[config.mk]
export PLATFORM = sky130hd
export DESIGN_NAME = la_capture_ctrl
export DESIGN_NICKNAME = d
export VERILOG_FILES = /design/src/rtl/la_capture_ctrl.sv
export SDC_FILE = /design/constraint.sdc
export NUM_CORES = 1
export LEC_CHECK = 0
export ABC_AREA = 1
export BUFFER_PORTS_ARGS = -buffer_cell sky130_fd_sc_hd__buf_2
export CORE_ASPECT_RATIO = 1.5
export CORE_UTILIZATION = 45
export CTS_CLUSTER_DIAMETER = 60
export DETAILED_ROUTE_END_ITERATION = 10
export PLACE_DENSITY = 0.73
export SETUP_SLACK_MARGIN = 0.5
export SYNTH_ARGS = -nofsm -noshare
export SYNTH_HDL_FRONTEND = slang
export SYNTH_SLANG_ARGS = --single-unit
[constraint.sdc]
create_clock -name clk -period 3.5 [get_ports clk]
set_clock_uncertainty 0.2 [all_clocks]
set_input_delay 0.7 -clock clk [delete_from_list [all_inputs] [get_ports clk]]
set_output_delay 0.7 -clock clk [all_outputs]
set_load 0.03 [all_outputs]
[src/rtl/la_capture_ctrl.sv]
// -----------------------------------------------------------------------------
// la_capture_ctrl
//   Capture sequencer for the 16-channel logic analyser. It takes the
//   registered pin samples from the input frontend, decimates them with a
//   programmable strobe, and writes them circularly into the sample RAM while
//   armed. It then looks for a masked trigger pattern, stores a programmed
//   number of post-trigger samples, and halts. The host-side readout logic uses
//   the trigger address it reports.
//
// Parameters
//   WIDTH   sample / channel width
//   ADDR_W  sample RAM address width (depth = 2**ADDR_W)
//
// Ports
//   clk, rst     system clock, synchronous active-high reset
//   arm          pulse: start a capture from IDLE or DONE
//   abort        pulse: cancel any capture and return to IDLE (wins over arm)
//   rate_div     one strobe every rate_div+1 clocks
//   pre_count    samples that must be written before a trigger is accepted
//   post_count   samples written after the trigger sample
//   trig_mask    1 = channel takes part in the trigger compare
//   trig_value   required level on the masked channels
//   sample       registered pin sample
//   mem_we/mem_addr/mem_data   sample RAM write port (registered)
//   busy         capture in progress (ARMED or POST)
//   triggered    trigger seen; held until the next arm, abort or rst
//   done         capture complete
//   trig_addr    RAM address that holds the trigger sample
// -----------------------------------------------------------------------------
module la_capture_ctrl #(
  parameter int WIDTH  = 16,
  parameter int ADDR_W = 10
) (
  input  logic              clk,
  input  logic              rst,
  input  logic              arm,
  input  logic              abort,
  input  logic [15:0]       rate_div,
  input  logic [ADDR_W-1:0] pre_count,
  input  logic [ADDR_W-1:0] post_count,
  input  logic [WIDTH-1:0]  trig_mask,
  input  logic [WIDTH-1:0]  trig_value,
  input  logic [WIDTH-1:0]  sample,
  output logic              mem_we,
  output logic [ADDR_W-1:0] mem_addr,
  output logic [WIDTH-1:0]  mem_data,
  output logic              busy,
  output logic              triggered,
  output logic              done,
  output logic [ADDR_W-1:0] trig_addr
);

  typedef enum logic [1:0] {
    S_IDLE,
    S_ARMED,
    S_POST,
    S_DONE
  } state_t;

  localparam logic [ADDR_W-1:0] A_ONE = ADDR_W'(1);
  localparam logic [ADDR_W:0]   X_ONE = (ADDR_W + 1)'(1);

  state_t state, state_d;

  logic [ADDR_W-1:0] wptr;
  logic [15:0]       div_cnt;
  logic [ADDR_W-1:0] fill_cnt;
  logic [ADDR_W-1:0] post_cnt;

  // Control settings captured at arm, stable for the whole capture.
  logic [15:0]       rate_l;
  logic [ADDR_W-1:0] pre_l;
  logic [ADDR_W-1:0] post_l;
  logic [WIDTH-1:0]  mask_l;
  logic [WIDTH-1:0]  value_l;

  logic active;
  logic arm_start;
  logic strobe;
  logic hit;
  logic post_last;

  function automatic logic trig_match(input logic [WIDTH-1:0] s,
                                      input logic [WIDTH-1:0] v,
                                      input logic [WIDTH-1:0] m);
    return ((s ^ v) & m) == '0;
  endfunction

  always_comb begin
    active    = (state == S_ARMED) || (state == S_POST);
    arm_start = arm && ((state == S_IDLE) || (state == S_DONE));
    strobe    = active && (div_cnt == rate_l);
    // A trigger is only accepted once the pre-trigger window has been filled.
    hit       = strobe && (state == S_ARMED) && (fill_cnt == pre_l) &&
                trig_match(sample, value_l, mask_l);
    // Widened compare so post_count at full scale cannot wrap.
    post_last = strobe && (state == S_POST) &&
                (({1'b0, post_cnt} + X_ONE) == {1'b0, post_l});

    state_d = state;
    if (abort) begin
      state_d = S_IDLE;
    end else begin
      case (state)
        S_IDLE:  if (arm) state_d = S_ARMED;
        S_DONE:  if (arm) state_d = S_ARMED;
        S_ARMED: if (hit) state_d = (post_l == '0) ? S_DONE : S_POST;
        S_POST:  if (post_last) state_d = S_DONE;
        default: state_d = S_IDLE;
      endcase
    end
  end

  always_ff @(posedge clk) begin
    if (rst) begin
      state     <= S_IDLE;
      wptr      <= '0;
      div_cnt   <= '0;
      fill_cnt  <= '0;
      post_cnt  <= '0;
      rate_l    <= '0;
      pre_l     <= '0;
      post_l    <= '0;
      mask_l    <= '0;
      value_l   <= '0;
      mem_we    <= 1'b0;
      mem_addr  <= '0;
      mem_data  <= '0;
      busy      <= 1'b0;
      triggered <= 1'b0;
      done      <= 1'b0;
      trig_addr <= '0;
    end else begin
      state  <= state_d;
      busy   <= (state_d == S_ARMED) || (state_d == S_POST);
      done   <= (state_d == S_DONE);
      mem_we <= 1'b0;

      if (abort || arm_start) begin
        wptr      <= '0;
        div_cnt   <= '0;
        fill_cnt  <= '0;
        post_cnt  <= '0;
        triggered <= 1'b0;
        if (!abort) begin
          rate_l  <= rate_div;
          pre_l   <= pre_count;
          post_l  <= post_count;
          mask_l  <= trig_mask;
          value_l <= trig_value;
        end
      end else if (active) begin
        div_cnt <= strobe ? 16'd0 : div_cnt + 16'd1;
        if (strobe) begin
          mem_we   <= 1'b1;
          mem_addr <= wptr;
          mem_data <= sample;
          wptr     <= wptr + A_ONE;
          if ((state == S_ARMED) && (fill_cnt != pre_l))
            fill_cnt <= fill_cnt + A_ONE;
          if (hit) begin
            trig_addr <= wptr;
            triggered <= 1'b1;
          end
          if (state == S_POST)
            post_cnt <= post_cnt + A_ONE;
        end
      end
    end
  end

endmodule

# Yosys cells after proc, flatten, opt, wreduce, memory -nomap -nowiden
# Cells that the tools add are included.
[op_classes] addsub=5 n_eq_ne=10 muxes=8 bitwise_logic=5 n_reduce_logical=25
[op_table] cell="10-bit by 1-bit adder with 10-bit output (second input constant)" n=3
[op_table] cell="16-bit by 1-bit adder with 16-bit output (second input constant)" n=1
[op_table] cell="16-bit AND" n=1
[op_table] cell="16-bit equality test" n=1
[op_table] cell="16-bit zero test" n=1
[op_table] cell="16-bit 2-to-1 mux" n=1
[op_table] cell="16-bit bitwise XOR" n=1
[op_table] cell="3-bit AND reduction" n=4
[op_table] cell="10-bit by 1-bit adder with 11-bit output (second input constant)" n=1
[op_table] cell="11-bit by 10-bit equality test with 1-bit output" n=1
[op_table] cell="10-bit equality test" n=1
[op_table] cell="10-bit zero test" n=1
[op_table] cell="10-bit inequality test" n=1
[op_table] cell="2-bit equality test (second input constant)" n=4
[op_table] cell="1-bit logical AND" n=8
[op_table] cell="2-bit 2-to-1 mux" n=4
[op_table] cell="2-bit case mux with 3 select lines" n=1
[op_table] cell="2-bit by 1-bit equality test with 1-bit output (second input constant)" n=2
[op_table] cell="1-bit logical OR" n=4
[op_table] cell="2-bit AND reduction" n=2
[op_table] cell="4-bit AND reduction" n=1
[op_table] cell="2-bit OR reduction" n=2
[op_table] cell="1-bit NOT" n=3
[op_table] cell="3-bit OR reduction" n=1
[op_table] cell="other kinds (2)" n=3
[word_totals] reg_bits=156 input_bits=88 output_inout_bits=40 elab_cells=70

# Longest topological paths before layout
# Gate-level depths: netlist (run 1).
[logic_depth] word_depth=11 depth_mapped=19 mapped_depth_nobuf=19

# Worst setup path after synthesis (run 1)
# No wires, ideal clock.
[synth_timing] path_kind="reg-to-reg" from="register state[0]" to="register busy" setup_ps=109 arrival_time_ps=2160 t_required_ps=3191 slack_ps=1031 stages_incl_launch_ff=19 synth_period_minus_slack_ps=2469 cell_sequence="dfxtp_1 > inv_1 > ha_1 > buf_2 > nor2_1 > nand3_2 > nor2_4 > nand3_4 > buf_6 > nor3_2 > nand2_1 > nand2_1 > nand2_1 > nand2_1 > nand2_1 > inv_1 > ha_1 > inv_1 > nor2_1"
[synth_between] elab_chain_len=11 elab_cells_between_ends=20 cone_classes="eq/ne: 5; mux: 5; reduce/logical: 10"
[synth_rtl] item="start, declared" line_no="63" source="state_t state, state_d;"
[synth_rtl] item="start signal, assigned" line_no="134" source="state <= state_d;"
[synth_rtl] item="2-bit by 1-bit equality test with 1-bit output or 2-bit equality test (tied branches)"
[synth_rtl] item="1-bit logical OR" line_no="90" source="active = (state == S_ARMED) || (state == S_POST);"
[synth_rtl] item="1-bit logical AND" line_no="92" source="strobe = active && (div_cnt == rate_l);"
[synth_rtl] item="1-bit logical AND (3 in series)" line_no="94" source="hit = strobe && (state == S_ARMED) && (fill_cnt == pre_l) &&"
[synth_rtl] item="2-bit 2-to-1 mux" line_no="107" source="S_ARMED: if (hit) state_d = (post_l == '0) ? S_DONE : S_POST;"
[synth_rtl] item="2-bit case mux with 3 select lines (*)" line_no="104" source="case (state)"
[synth_rtl] item="2-bit 2-to-1 mux (*)" line_no="101" source="if (abort) begin"
[synth_rtl] item="net state_d[0]" line_no="63"
[synth_rtl] item="2-bit by 1-bit equality test with 1-bit output or 2-bit equality test (tied branches)" line_no="135" source="busy <= (state_d == S_ARMED) || (state_d == S_POST);"
[synth_rtl] item="1-bit logical OR (*)" line_no="135"
[synth_rtl] item="end signal, assigned" line_no="135"
[synth_rtl] item="end, declared" line_no="47" source="output logic busy,"
# Mark *: on every way through the listed nets, which the timed path passes. The rest lies on a longest branch.
# A chain may end at the register's enable or synchronous reset.

# Worst setup path after layout (run 1)
# Same ends and word-level chain as after synthesis.

==> results of run 1 <==
[cell type report]
| type | count | area share |
|---|---|---|
| Antenna cell | 1 | 0.000292 |
| Clock buffer | 20 | 0.0532 |
| Clock inverter | 12 | 0.0214 |
| Inverter | 133 | 0.0585 |
| Multi-Input combinational cell | 677 | 0.389 |
| Sequential cell | 156 | 0.364 |
| Tap cell | 203 | 0.0296 |
| Timing Repair Buffer | 135 | 0.0840 |
[layer usage]
layer	GRT usage	share of wire	up-vias
li1	-	-	3468
met1	0.231	0.40	2987
met2	0.403	0.51	164
met3	0.0610	0.058	43
met4	0.0993	0.028	0
met5	0	0	-
[registers in the layout, summed over array words and instances, names as in the netlist]
name       cells
mem_data      16
state          2
post_l        10
pre_l         10
trig_addr     10
wptr          10
triggered      1
fill_cnt      10
mem_we         1
mask_l        16
rate_l        16
mem_addr      10
div_cnt       16
post_cnt      10
done           1
busy           1
value_l       16
[synthesized netlist by cell type, types with 2 or more instances]
cell type,instances,area share
sky130_fd_sc_hd__a21oi_1,85,0.060
sky130_fd_sc_hd__nor2_4,6,0.0095
sky130_fd_sc_hd__nand3_2,4,0.0056
sky130_fd_sc_hd__clkbuf_1,26,0.014
sky130_fd_sc_hd__dfxtp_1,156,0.44
sky130_fd_sc_hd__a21oi_2,11,0.014
sky130_fd_sc_hd__nand2_2,3,0.0026
sky130_fd_sc_hd__nand4_1,10,0.0088
sky130_fd_sc_hd__nor3b_2,2,0.0035
sky130_fd_sc_hd__nor2_2,11,0.0096
sky130_fd_sc_hd__a31oi_1,3,0.0026
sky130_fd_sc_hd__o21ai_1,21,0.015
sky130_fd_sc_hd__inv_2,11,0.0058
sky130_fd_sc_hd__buf_4,2,0.0021
sky130_fd_sc_hd__xor2_1,8,0.0098
sky130_fd_sc_hd__inv_1,120,0.063
sky130_fd_sc_hd__xnor2_1,6,0.0074
sky130_fd_sc_hd__nor3_1,15,0.011
sky130_fd_sc_hd__buf_6,2,0.0032
sky130_fd_sc_hd__nand2_1,167,0.088
sky130_fd_sc_hd__nor2_1,139,0.073
sky130_fd_sc_hd__buf_2,7,0.0049
sky130_fd_sc_hd__nand2b_1,2,0.0018
sky130_fd_sc_hd__nor3b_1,4,0.0042
sky130_fd_sc_hd__o21ai_0,108,0.076
sky130_fd_sc_hd__nand3_1,48,0.034
sky130_fd_sc_hd__nor3_2,3,0.0042
sky130_fd_sc_hd__a211oi_1,3,0.0032
sky130_fd_sc_hd__ha_1,8,0.014
[where the power goes]
part	total (mW)	switching (mW)	internal, mW
logic	0.351	0.219	0.132
clock network	1.99	0.754	1.24
registers	1.87	0.0351	1.84
[worst max-delay path by stage]
stage / start / to / slack (ns) / cells after the start
after global routing: state[0]$_SDFF_PP0_ / busy$_SDFF_PP0_ / 0.51 / 16
after CTS: state[0]$_SDFF_PP0_ / mem_data[14]$_SDFFE_PP0P_ / 0.77 / 10
after global placement: state[0]$_SDFF_PP0_ / mem_data[8]$_SDFFE_PP0P_ / 0.85 / 11
final: state[0]$_SDFF_PP0_ / busy$_SDFF_PP0_ / 0.79 / 14
after detailed placement: state[0]$_SDFF_PP0_ / mem_data[8]$_SDFFE_PP0P_ / 0.79 / 11
after floorplan: state[0]$_SDFF_PP0_ / busy$_SDFF_PP0_ / 1.03 / 18
[cells by family after synthesis]
family,synth area share
DFF,0.438
AOI/OAI and AO/OA,0.174
adders and majority gates,0.0140
xor gates and xnor gates,0.0172
buffers and inverters,0.0949
and+or+nand+nor,0.262
[cell usage in the layout (no fill, tap or decap), types with 3 or more instances in the layout]
master / Yosys / final
sky130_fd_sc_hd__ha_1: 8 / 8
sky130_fd_sc_hd__nand3_1: 48 / 48
sky130_fd_sc_hd__nor3_1: 15 / 15
sky130_fd_sc_hd__xnor2_1: 6 / 6
sky130_fd_sc_hd__o21ai_1: 21 / 21
sky130_fd_sc_hd__inv_1: 120 / 118
sky130_fd_sc_hd__nor2_4: 6 / 6
sky130_fd_sc_hd__buf_4: 2 / 6
sky130_fd_sc_hd__buf_2: 7 / 127
sky130_fd_sc_hd__a211oi_1: 3 / 3
sky130_fd_sc_hd__o21ai_0: 108 / 108
sky130_fd_sc_hd__clkbuf_16: 0 / 17
sky130_fd_sc_hd__nand4_1: 10 / 10
sky130_fd_sc_hd__inv_6: 0 / 3
sky130_fd_sc_hd__bufinv_16: 0 / 4
sky130_fd_sc_hd__nor3b_1: 4 / 4
sky130_fd_sc_hd__a21oi_2: 11 / 11
sky130_fd_sc_hd__xor2_1: 8 / 8
sky130_fd_sc_hd__inv_2: 11 / 13
sky130_fd_sc_hd__nor2_1: 139 / 138
sky130_fd_sc_hd__nor2_2: 11 / 13
sky130_fd_sc_hd__nor3_2: 3 / 3
sky130_fd_sc_hd__nand2_2: 3 / 3
sky130_fd_sc_hd__a31oi_1: 3 / 3
sky130_fd_sc_hd__a21oi_1: 85 / 85
sky130_fd_sc_hd__dfxtp_1: 156 / 156
sky130_fd_sc_hd__nand3_2: 4 / 4
sky130_fd_sc_hd__nand2_1: 167 / 167
[through the flow]
step | setup WS, ns | utilization | cells
3_3_place_gp | 0.850 | 0.510 | 1303
4_1_cts | 0.769 | 0.551 | 1335
5_1_grt | 0.511 | 0.552 | 1336
6_report | 0.786 | 0.552 | 1337
2_1_floorplan | 1.03 | - | 1003
3_5_place_dp | 0.788 | 0.510 | 1303
[worst register-to-register path, delay by kind of cell (launching register included)]
family,cells,cell delay (ns)
and+or+nand+nor,8,1.05
adders and majority gates,2,0.67
DFF,1,0.38
buffers and inverters,3,0.22
AOI/OAI and AO/OA,1,0.10
==> summary.md, run 1 <==
| Metric | Value |
|---|---|
| Number of fill cells | `roughly 1500` |
| All-Layer GR Usage | `0.219` |
| Width of the chip | `roughly 100 microns` |
| Portion of the post-synthesis area used by sequential elements | `0.438` |
| Number of clock sinks seen by CTS | `156` |
| Global-route wire length before repair | `28800 microns` |
| Unrepaired setup endpoints after global routing | `no` |
| H-tree depth | `4` |
| Wire length per cell after detailed routing | `12.9 microns` |
| Share of async-settable or async-resettable flops after synthesis | `0` |
| Power Total | `4.22 mW` |
| GRT overflow | `0` |
| Startpoint kind of the worst setup timing path | `flop` |
| Final total negative setup slack | `0 ns` |
| Worst Min Path Start | `value_l[10]$_SDFFE_PP0P_` |
| Minimum hold slack | `around 0.27 ns` |
| Initial DRT Pass Iterations | `5` |
| CTS Root Cell | `sky130_fd_sc_hd__clkbuf_16` |
| Non-Filler Cell Area, Final | `approximately 8600 sq um` |
| Slowest cell on the critical path | `sky130_fd_sc_hd__ha_1` |
| Post-DRT Antenna Nets | `0` |
| Die Footprint | `16400 sq um` |
| Starting Density | `0.458` |
| Final count of negative-setup-slack endpoints | `0` |
| Required @ worst endpoint | `3.61 ns` |
| Final Max Slew Viols | `0` |
| Post-route DRC violation count | `0` |
| Largest fanout on the critical path | `14` |
| Via Count | `6662` |
| Summed instance area of the synthesized netlist | `7130 sq um` |
| Flip-flop and latch area | `3120 sq um` |
| Number of buffers added for setup after CTS | `0` |
| Clk Latency, worst-skew pair | `0.43 ns` |
| Status | `completed` |
| Fin crit period | `2.71 ns` |
| Avg Vias per Cell | `4.98` |
| Area added between synthesis and finish | `20.4%` |
| Type of destination of the critical path | `flop` |
| Number of distinct library cells after synthesis | `41` |
| Worst min path class | `flop to flop` |
| R2R cell count | `14` |
| Number of buffers and inverters on the critical path | `3` |
| Actual slew at the worst max-slew pin | `around 0.64 ns` |
| Worst-case headroom to the max-slew limit | `0.568` |
| Buffers from clock root to sink, at most | `2` |
| Gate Count Post-Synth | `1003` |
| Weighted congestion at the end of routability-driven global placement | `0.853` |
| Number of global-route vias before repair | `about 6500` |
| Chip Height | `~160 microns` |
| Final hold violation count | `0` |
| Core area | `15600 sq um` |
| Initial DRC Count | `280` |
| EDFF count, synth | `0` |
| Number of gates resized after cts | `0` |
| Total power divided by cell area | `491 nW/um^2` |
| Maximum operating frequency | `roughly 370 MHz` |
| Number of maximum-capacitance constraint violations | `0` |
| Kind of cell adding the most delay to the critical path | `simple AND/OR/NAND/NOR gates` |
| Worst path max stage delay | `0.44 ns` |
| Cells along the critical path | `inv_1 > ha_1 > nor2_1 > nand3_2 > nor2_4 > nand3_4 > nor2_2 > nand2_1 > o211ai_1 > inv_1 > nor2_1 > ha_1 > inv_1 > nor2_1` |
| RR Startpoint | `state[0]$_SDFF_PP0_` |
| Number of buffers added by the clock tree synthesis step | `17` |
| Synthesized area per cell | `7.11 sq um` |
| Largest net degree at the start of global routing | `76` |
| Clock transition at path regs | `about 0.070 ns` |
| Row Count | `56` |
| Wire length after detailed routing | `17300 microns` |
| Synthesized flop and latch total | `156` |
| Post-synth top flop | `sky130_fd_sc_hd__dfxtp_1` |
| Worst hold path endpoint | `value_l[10]$_SDFFE_PP0P_` |
| Number of hold buffers added after cts | `0` |
| Hpwl dp | `12200 microns` |
| Synthesis warning total | `0` |
| Initial antenna violation count | `1` |
| Standard cell area after detailed placement | `between 7000 and 8000 sq um` |
| Critical Setup Path Class | `flop to flop` |
| Data arrival, critical path | `around 2.8 ns` |
| Maximum vdd drop | `0.344 mV` |
| IO Count | `128` |
| Total leakage power | `3.73 nW` |
| Worst reg-to-reg setup slack | `0.79 ns` |
| Reg-to-Reg End | `busy$_SDFF_PP0_` |
| Nets@finish | `1216` |
| Quantity of I/O buffers inserted on ports | `127` |
| Clock tree from TritonCTS | `built` |
| Area taken by multi-input logic gates | `3340 sq um` |
| Final period utilization | `0.775` |
| Post-Syn Nets | `1099` |
| Fraction of final layout cells with drive strength greater than 1 | `0.198` |
| Worst hold stages | `2` |
Note: power is estimated with default switching activity, not from simulation.
==> run 2, diff against run 1 <==
==> constraint.sdc (replaced) <==
create_clock -name clk -period 2.6 [get_ports clk]
set_clock_uncertainty 0.2 [all_clocks]
set_input_delay 0.52 -clock clk [delete_from_list [all_inputs] [get_ports clk]]
set_output_delay 0.52 -clock clk [all_outputs]
set_load 0.03 [all_outputs]
==> run 2 against run 1 <==
  * Sequential share of layout area fell by 2.6 points
  * Largest power group is now sequential cells
  * Critical endpoint unchanged
  * Non-clock buffer count rose by 43
  * Critical path depth rose by 1
  * Sequential cell count did not move
  * Wire length rose by 13%
==> summary.md, run 2 (synthesis gave the netlist of run 1 again) <==
| Metric | Value |
|---|---|
| Power Total | `5.53 mW` |
| Starting Density | `0.458` |
| Initial DRC Count | `277` |
| Maximum operating frequency | `429 MHz` |
| Number of clock sinks seen by CTS | `between 150 and 200` |
| Width of the chip | `105 microns` |
| Largest fanout on the critical path | `4` |
| Switching power share of the total | `0.254` |
| Power share of the combinational group | `0.098` |
| GRT overflow | `0` |
| Weighted congestion at the end of routability-driven global placement | `between 0.8 and 0.9` |
| Unrepaired setup endpoints after global routing | `yes` |
| Initial antenna violation count | `1` |
| Leading cell types in the layout, fill and taps excluded | `160 x sky130_fd_sc_hd__nand2_1, 144 x sky130_fd_sc_hd__dfxtp_1, 127 x sky130_fd_sc_hd__buf_2` |
| Worst path max stage delay | `around 0.40 ns` |
| Proportion of power drawn by flip-flops and latches | `0.456` |
| Area added between synthesis and finish | `30.4%` |
| IO Count | `between 100 and 150` |
| Core area | `15600 sq um` |
| All-Layer GR Usage | `0.226` |
| Row Count | `56` |
| Initial DRT Pass Iterations | `5` |
| Nets@finish | `1258` |
| Status | `completed` |
| Clock network fraction of design power | `0.446` |
| Buffers from clock root to sink, at most | `2` |
| Wire length after detailed routing | `19500 microns` |
| Hpwl dp | `roughly 12000 microns` |
| Final period utilization | `0.897` |
| Avg Vias per Cell | `5.10` |
| Maximum vdd drop | `0.429 mV` |
| Fin crit period | `between 2 and 2.5 ns` |
| Critical path depth in cells | `15` |
| Die Footprint | `16400 sq um` |
| Critical Setup Path Class | `flop to flop` |
| Via Count | `7017` |
| Data arrival, critical path | `roughly 2.5 ns` |
| Worst hold stages | `3` |
| Total leakage power | `about 4 nW` |
| Type of destination of the critical path | `flop` |
| Number of maximum-capacitance constraint violations | `0` |
| Global-route wire length before repair | `29500 microns` |
| Total power divided by cell area | `595 nW/um^2` |
| Final hold violation count | `0` |
| Clock tree from TritonCTS | `built` |
| Most frequent standard cell in the layout excluding fill and tap cells | `sky130_fd_sc_hd__nand2_1` |
| Final count of negative-setup-slack endpoints | `0` |
| H-tree depth | `4` |
| Startpoint kind of the worst setup timing path | `flop` |
| Switch Pwr | `~1.4 mW` |
| Placement Setup Slack | `0.0965 ns` |
| Quantity of I/O buffers inserted on ports | `127` |
| Actual slew at the worst max-slew pin | `0.457 ns` |
| Cells along the critical path | `inv_2 > nand2_1 > nand2_1 > nor2_1 > nand2_1 > nor2_4 > nand3_4 > nor2_4 > nand2_2 > o211ai_1 > inv_1 > nor2_2 > ha_4 > inv_2 > nor2_1` |
| Post-route DRC violation count | `0` |
| Number of inserted diodes | `0` |
| CTS Root Cell | `sky130_fd_sc_hd__clkbuf_16` |
| Final Max Slew Viols | `0` |
| Clk Latency, worst-skew pair | `0.43 ns` |
| Number of buffers and inverters on the critical path | `3` |
| Chip Height | `156 microns` |
| CP most frequent cell | `sky130_fd_sc_hd__nand2_1` |
| Worst min path class | `input pin to flop` |
| Number of buffers added by the clock tree synthesis step | `17` |
| Wire length per cell after detailed routing | `14.2 microns` |
| Final total negative setup slack | `0 ns` |
| Kind of cell adding the most delay to the critical path | `simple AND/OR/NAND/NOR gates` |
| Post-DRT Antenna Nets | `0` |
| Worst-case headroom to the max-slew limit | `0.693` |
| Number of global-route vias before repair | `around 6600` |
| R2R cell count | `15` |
| Largest net degree at the start of global routing | `103` |
| Clock transition at path regs | `roughly 0.070 ns` |
| Final setup slack of the worst path | `0.269 ns` |
| Slowest cell on the critical path | `sky130_fd_sc_hd__dfxtp_2` |
| Required @ worst endpoint | `2.72 ns` |
| Internal power | `4.13 mW` |
| Fraction of final layout cells with drive strength greater than 1 | `0.278` |
## run 2: cell count changes in the layout (fill, tap and decap cells not counted), moves of 8 or more
cell and delta:
sky130_fd_sc_hd__o21ai_1 -9, sky130_fd_sc_hd__o21ai_2 +8, sky130_fd_sc_hd__dfxtp_2 +10, sky130_fd_sc_hd__dfxtp_1 -12, sky130_fd_sc_hd__nor2_4 +12, sky130_fd_sc_hd__buf_4 +27
sky130_fd_sc_hd__buf_6 +9, sky130_fd_sc_hd__nor2_1 -14
## run 2: metal layers
layer	share of wire	GRT usage	routed length, microns	vias to the layer above
met2	0.51	0.423	10000	196
met4	0.037	0.0932	723	2
li1	-	-	-	3544
met3	0.060	0.0727	1160	61
met1	0.39	0.230	7550	3214
met5	0.00067	0	13	-
## run 2: area by class of cell
type / instances / area, sq um
multi-input combinational: 676 / 3630
sequential: 156 / 3140
clock buffer: 19 / 443
clock inverter: 12 / 138
fill: 1456 / 6260
timing repair buffer: 178 / 1180
tap: 203 / 254
inverter: 133 / 509
## run 2: worst paths after layout
check / from / end / slack, ns
worst max-delay path: div_cnt[5]$_SDFFE_PP0N_ / busy$_SDFF_PP0_ / 0.27
worst max register to register: div_cnt[5]$_SDFFE_PP0N_ / busy$_SDFF_PP0_ / 0.27
worst min-delay path: trig_mask[3] / mask_l[3]$_SDFFE_PP0P_ / 0.11
worst min register to register: value_l[14]$_SDFFE_PP0P_ / value_l[14]$_SDFFE_PP0P_ / 0.27
## run 2: worst reg2reg max path, stage by stage (launching register included)
cell and delay [ns]:
sky130_fd_sc_hd__dfxtp_2 0.40, sky130_fd_sc_hd__inv_2 0.05, sky130_fd_sc_hd__nand2_1 0.05, sky130_fd_sc_hd__nand2_1 0.05, sky130_fd_sc_hd__nor2_1 0.12, sky130_fd_sc_hd__nand2_1 0.11
sky130_fd_sc_hd__nor2_4 0.18, sky130_fd_sc_hd__nand3_4 0.14, sky130_fd_sc_hd__nor2_4 0.12, sky130_fd_sc_hd__nand2_2 0.08, sky130_fd_sc_hd__o211ai_1 0.12, sky130_fd_sc_hd__inv_1 0.11
sky130_fd_sc_hd__nor2_2 0.19, sky130_fd_sc_hd__ha_4 0.23, sky130_fd_sc_hd__inv_2 0.04, sky130_fd_sc_hd__nor2_1 0.03
## run 2: power groups by stage
stage	Clock [mW]	Sequential [mW]	Combinational, mW
after floorplan	0	2.56	0.317
after global placement	0	2.58	0.479
after detailed placement	0	2.58	0.485
after CTS	2.51	2.52	0.511
after global routing	2.62	2.53	0.608
final	2.47	2.52	0.540
## run 2: repair_timing
action                     CTS  global route
gates resized for setup     24            66
cloned                       0             5
hold buffers                 0             0
setup buffers               22            12
hold endpoints to repair     0             0
setup endpoints to repair   58            70
pin swaps                   16            29
## run 2: per-stage QoR
stage | utilization | hold slack, ns | area, sq um | std cells
detailed placement | 0.516 | 0.256 | 8020 | 1307
floorplan | - | 0.239 | 7160 | 1003
finish | 0.598 | 0.112 | 9300 | 1377
global placement | 0.516 | 0.253 | 8020 | 1307
global route | 0.598 | 0.106 | 9300 | 1377
CTS | 0.569 | 0.100 | 8860 | 1360
